### config.mk
export PLATFORM = sky130hd
export DESIGN_NAME = if_prefetch_queue
export DESIGN_NICKNAME = d
export VERILOG_FILES = /design/src/rtl/if_prefetch_queue.sv
export SDC_FILE = /design/constraint.sdc
export NUM_CORES = 1
export LEC_CHECK = 0
export ABC_CLOCK_PERIOD_IN_PS = 6900
export CORE_UTILIZATION = 58
export DETAILED_ROUTE_END_ITERATION = 10
export GPL_ROUTABILITY_DRIVEN = 0
export HOLD_SLACK_MARGIN = 0.03
export PLACE_DENSITY = 0.82
export SYNTH_ARGS = -nofsm -noshare
export SYNTH_HDL_FRONTEND = slang
export SYNTH_SLANG_ARGS = --single-unit
### constraint.sdc
create_clock -name Clock -period 6.9 [get_ports Clock]
set_input_delay 1.035 -clock Clock [delete_from_list [all_inputs] [get_ports Clock]]
set_output_delay 1.035 -clock Clock [all_outputs]
set_load 0.03 [all_outputs]
### src/rtl/if_prefetch_queue.sv
// Instruction-fetch front end: sequential fetches over a req/ack handshake
// into a small prefetch FIFO. The FIFO head drives the IF/ID register.
// It holds the head under stall, and it flushes and restarts on redirect.
module if_prefetch_queue #(
    parameter int          DEPTH    = 4,
    parameter logic [31:0] RESET_PC = 32'h0,
    parameter logic [31:0] NOP_INST = 32'h0
) (
    input  logic        Clock,
    input  logic        Resetn,
    input  logic        stall,
    input  logic        redirect,
    input  logic [31:0] redirect_pc,
    output logic        imem_req,
    output logic [31:0] imem_addr,
    input  logic        imem_ack,
    input  logic [31:0] imem_rdata,
    output logic        if_valid,
    output logic [31:0] if_Inst,
    output logic [31:0] if_pc4,
    output logic [31:0] PC
);
    localparam int AW = $clog2(DEPTH);
    localparam int CW = AW + 1;

    typedef enum logic [1:0] {S_IDLE, S_WAIT, S_DROP} state_t;

    state_t        state_q, state_d;
    logic [31:0]   fpc_q, fpc_d;
    logic          req_q, req_d;
    logic [31:0]   addr_q, addr_d;
    logic [CW-1:0] count_q, count_d;
    logic [AW-1:0] rd_q, rd_d, wr_q, wr_d;

    logic [31:0]   inst_mem [DEPTH];
    logic [31:0]   pc_mem   [DEPTH];

    logic          push, pop;
    logic [CW-1:0] cnt_after;

    // The FIFO is never empty when count is non-zero, so the head is directly presentable.
    assign if_valid  = (count_q != '0);
    assign if_Inst   = if_valid ? inst_mem[rd_q] : NOP_INST;
    assign if_pc4    = if_valid ? pc_mem[rd_q] + 32'd4 : 32'h0;
    assign PC        = if_valid ? pc_mem[rd_q] : fpc_q;
    assign imem_req  = req_q;
    assign imem_addr = addr_q;

    // A redirect kills both the pop and the push of that cycle.
    assign pop       = if_valid && !stall && !redirect;
    assign push      = (state_q == S_WAIT) && imem_ack && !redirect;
    // The occupancy after this cycle's push. It decides whether a back-to-back fetch fits.
    assign cnt_after = count_q + CW'(1) - CW'(pop);

    // Next-state logic for the fetch FSM, the fetch pointer and the FIFO bookkeeping.
    always_comb begin
        state_d = state_q;
        fpc_d   = fpc_q;
        req_d   = req_q;
        addr_d  = addr_q;
        count_d = count_q + CW'(push) - CW'(pop);
        rd_d    = pop  ? rd_q + AW'(1) : rd_q;
        wr_d    = push ? wr_q + AW'(1) : wr_q;

        case (state_q)
            S_IDLE: begin
                // Nothing is outstanding here, so the count alone bounds the space.
                if (!redirect && count_q < CW'(DEPTH)) begin
                    req_d   = 1'b1;
                    addr_d  = fpc_q;
                    state_d = S_WAIT;
                end
            end
            S_WAIT: begin
                if (redirect) begin
                    // An in-flight request must complete before it can be abandoned.
                    if (imem_ack) begin
                        req_d   = 1'b0;
                        state_d = S_IDLE;
                    end else begin
                        state_d = S_DROP;
                    end
                end else if (imem_ack) begin
                    fpc_d = fpc_q + 32'd4;
                    if (cnt_after < CW'(DEPTH)) begin
                        addr_d = fpc_q + 32'd4;
                    end else begin
                        req_d   = 1'b0;
                        state_d = S_IDLE;
                    end
                end
            end
            S_DROP: begin
                if (imem_ack) begin
                    req_d   = 1'b0;
                    state_d = S_IDLE;
                end
            end
            default: begin
                req_d   = 1'b0;
                state_d = S_IDLE;
            end
        endcase

        if (redirect) begin
            fpc_d   = {redirect_pc[31:2], 2'b00};
            count_d = '0;
            rd_d    = '0;
            wr_d    = '0;
        end
    end

    // Control state registers. Reset abandons any outstanding fetch.
    always_ff @(posedge Clock or negedge Resetn) begin
        if (!Resetn) begin
            state_q <= S_IDLE;
            fpc_q   <= RESET_PC;
            req_q   <= 1'b0;
            addr_q  <= RESET_PC;
            count_q <= '0;
            rd_q    <= '0;
            wr_q    <= '0;
        end else begin
            state_q <= state_d;
            fpc_q   <= fpc_d;
            req_q   <= req_d;
            addr_q  <= addr_d;
            count_q <= count_d;
            rd_q    <= rd_d;
            wr_q    <= wr_d;
        end
    end

    // FIFO storage. It needs no reset because the count gates every read.
    always_ff @(posedge Clock) begin
        if (push) begin
            inst_mem[wr_q] <= imem_rdata;
            pc_mem[wr_q]   <= fpc_q;
        end
    end

endmodule

==> results.ini <==
[clocking]
htreeDepth = 1
clockBufferDepth = 3
root_buffer = clkbuf_16
postCtsResizedCells = 0
tritoncts = yes
cts-hold-fix-buffers = 0
postCtsSetupRepairBufs = 0
cts_buffers = 30
clock_sinks = 318
clk_pin_slew_worst_paths_ns = 0.06
clk_latency_ns = 0.55

[logic_synthesis]
synth_ff_type = edfxtp_1
synth_cell_types = 52
synth_top_area_cell = edfxtp_1
synth_async_sr_flop_share_pct = 22.0
yosys_warnings = 0
synth_edf_count = 248
synth_area_leaders = edfxtp_1, dfrtp_1, mux4_2
syn_area_per_cell_um2 = 14.2
ys_seq_elements = 318
yosysSeqAreaShare_pct = 64.5
synth_top_area_share_pct = 52.2
syn_area_um2 = 14300
syn_inst = 1007

[global_route]
grt_overflow_total = 0
grt_first_pass_wirelength_um = 52500
antenna_found_initial = 0
grt_pass1_vias = 9317
grt_use_total_pct = 26.9
grt_max_degree = 71

[setup_path]
path_class = flop to output pin
worstReg2RegStart = state_q[0]
start_kind = flop
worstPathRequired_ns = 5.86
critPathArrivalTime_ns = 4.69
rrSetupSlack_ns = 2.98
crit_path_max_fanout = 44
end_kind = output pin
reg2reg_depth = 4
reg2reg_to = pc_mem[2][17]

[power_and_ir_drop]
pwr-share-comb_pct = 43.8
power.internal_uw = 4360
seq_power_share_pct = 34.4
switching_share_pct = 38.5
p_clk_share_pct = 21.8
switching_power_uw = 2730
p_leak_uw = 0.00588
ir_worst_vdd_v = 0.000279
power.density_nw_per_um2 = 410

[placed_design]
dp.cells = 1472
hpwl_um = 20500
port_buffers = 190

[timing]
relSlewSlack_pct = 24.8
hold_viol_final = 0
tns_ns = 0
tightestPinTransition_ns = 1.13
fmax_mhz = 175
setup_viol = 0
worst_clock_skew_ns = 0.00701
finalCritPeriodShare_pct = 83.0
rsz0062_at_grt = false
finalCriticalPeriod_ns = 5.73
slew_viol_final = 0

[hold_path]
hold_end = imem_addr[7]
holdCritPathClass = flop to flop
hp-start = imem_addr[7]
hold_path_depth = 1

[layout]
final_cell_mix = edfxtp_1, clkdlybuf4s50_1, nand2_1
antennaDiodeCount = 0
final_common_cell = edfxtp_1
layout.cells.non_filler = 1524
nNetsFinal = 1258
finish.utilization_pct = 71.3
synthToLayoutAreaGrowth_pct = 21.2
drive_gt1_share_pct = 11.4

[drt]
first_pass_iters = 5
num_vias = 9267
ant_nets = 0
wl_um = 33200
wire_per_inst_um = 21.8
routed_via_density = 6.08
drt_iter0_markers = 828
drcViolationCount = 0

[floorplanning]
start_util_pct = 58.8
die-area_um2 = 25200
io_pins = 199
core_area_um2 = 24200
die_w_um = 159
die_h_um = 159
row_count = 57

[outcome]
status = completed

[run]
drv_cap = 0

[per-layer routing]
metal / up-vias / GRT usage, % / share of wire (%) / routed length, um
li1: 4123 / - / - / -
met1: 4617 / 37.0 / 40 / 13400
met2: 456 / 44.1 / 50 / 16500
met3: 71 / 3.71 / 6.7 / 2210
met4: 0 / 10.4 / 3.4 / 1140
met5: - / 0 / 0 / 0
[through the flow]
| stage | setup slack [ns] | area [um2] | total power [uW] | hold WS [ns] |
|---|---|---|---|---|
| finish | 1.17 | 17300 | 7090 | 0.513 |
| global route | 0.939 | 17300 | 7380 | 0.537 |
| CTS | 1.15 | 17300 | 7120 | 0.517 |
| detailed placement | 1.76 | 16400 | 5550 | 0.496 |
| global placement | 1.85 | 16400 | 5520 | 0.497 |
| floorplan | 3.08 | 14300 | 4340 | 0.474 |
[cell families after synthesis]
group / Yosys count / share of synthesized area [%]
other cells: 1 / 0.0263
xor+xnor: 69 / 4.24
flops: 318 / 64.5
mux: 78 / 11.4
simple gates: 337 / 12.1
fa+ha+maj: 9 / 0.842
compound gates: 114 / 4.33
buf+inv: 81 / 2.62
[critical path: stages (launching register included)]
cell and delay [ns]:
dfrtp_4 0.99, mux4_1 0.52, ha_1 0.23, nand3_1 0.32
or4_1 0.75, or3_1 0.40, a21oi_1 0.17, clkdlybuf4s50_1 0.74
[cells in the mapped netlist, drive strengths merged (3+ instances only)]
master / count
a21oi: 44
a31oi: 8
and2: 44
and3: 12
and4: 7
buf: 18
clkbuf: 50
dfrtp: 70
edfxtp: 248
ha: 8
inv: 12
mux2: 14
mux4: 62
nand2: 133
nand3: 22
nand4: 28
nand4b: 6
nor2: 33
nor2b: 4
nor3: 10
nor4: 17
o211ai: 3
o21ai: 50
or3: 12
or4: 4
xnor2: 48
xor2: 21
[how the worst max path moves through the flow]
stage,startpoint,endpoint,depth (start not counted)
after global placement,rd_q[0],if_pc4[26],7
after global routing,rd_q[0],if_pc4[24],7
after detailed placement,rd_q[0],if_pc4[26],7
after CTS,rd_q[0],if_pc4[24],7
after floorplan,rd_q[0],if_pc4[24],7
final,rd_q[0],if_pc4[24],7
[final cells by class]
cell class | count | area, um2
Sequential cell | 318 | 9200
Fill cell | 1606 | 6960
Multi-Input combinational cell | 613 | 4720
Timing Repair Buffer | 204 | 2000
Clock buffer | 39 | 795
Tap cell | 324 | 405
Clock inverter | 13 | 123
Inverter | 13 | 48.8
[power groups by stage]
| stage | combinational, uW | sequential (uW) | clock, uW |
|---|---|---|---|
| detailed placement | 3080 | 2470 | 0 |
| CTS | 3120 | 2440 | 1560 |
| global route | 3270 | 2470 | 1640 |
| floorplan | 1800 | 2530 | 0 |
| global placement | 3050 | 2470 | 0 |
| finish | 3110 | 2440 | 1550 |
[sequential cells by signal (all words and copies together), names as in the netlist]
| name | count |
|---|---|
| count_q | 3 |
| fpc_q | 30 |
| imem_addr | 30 |
| imem_req | 1 |
| inst_mem | 128 |
| pc_mem | 120 |
| rd_q | 2 |
| state_q | 2 |
| wr_q | 2 |
(Power assumes the default switching activity.)
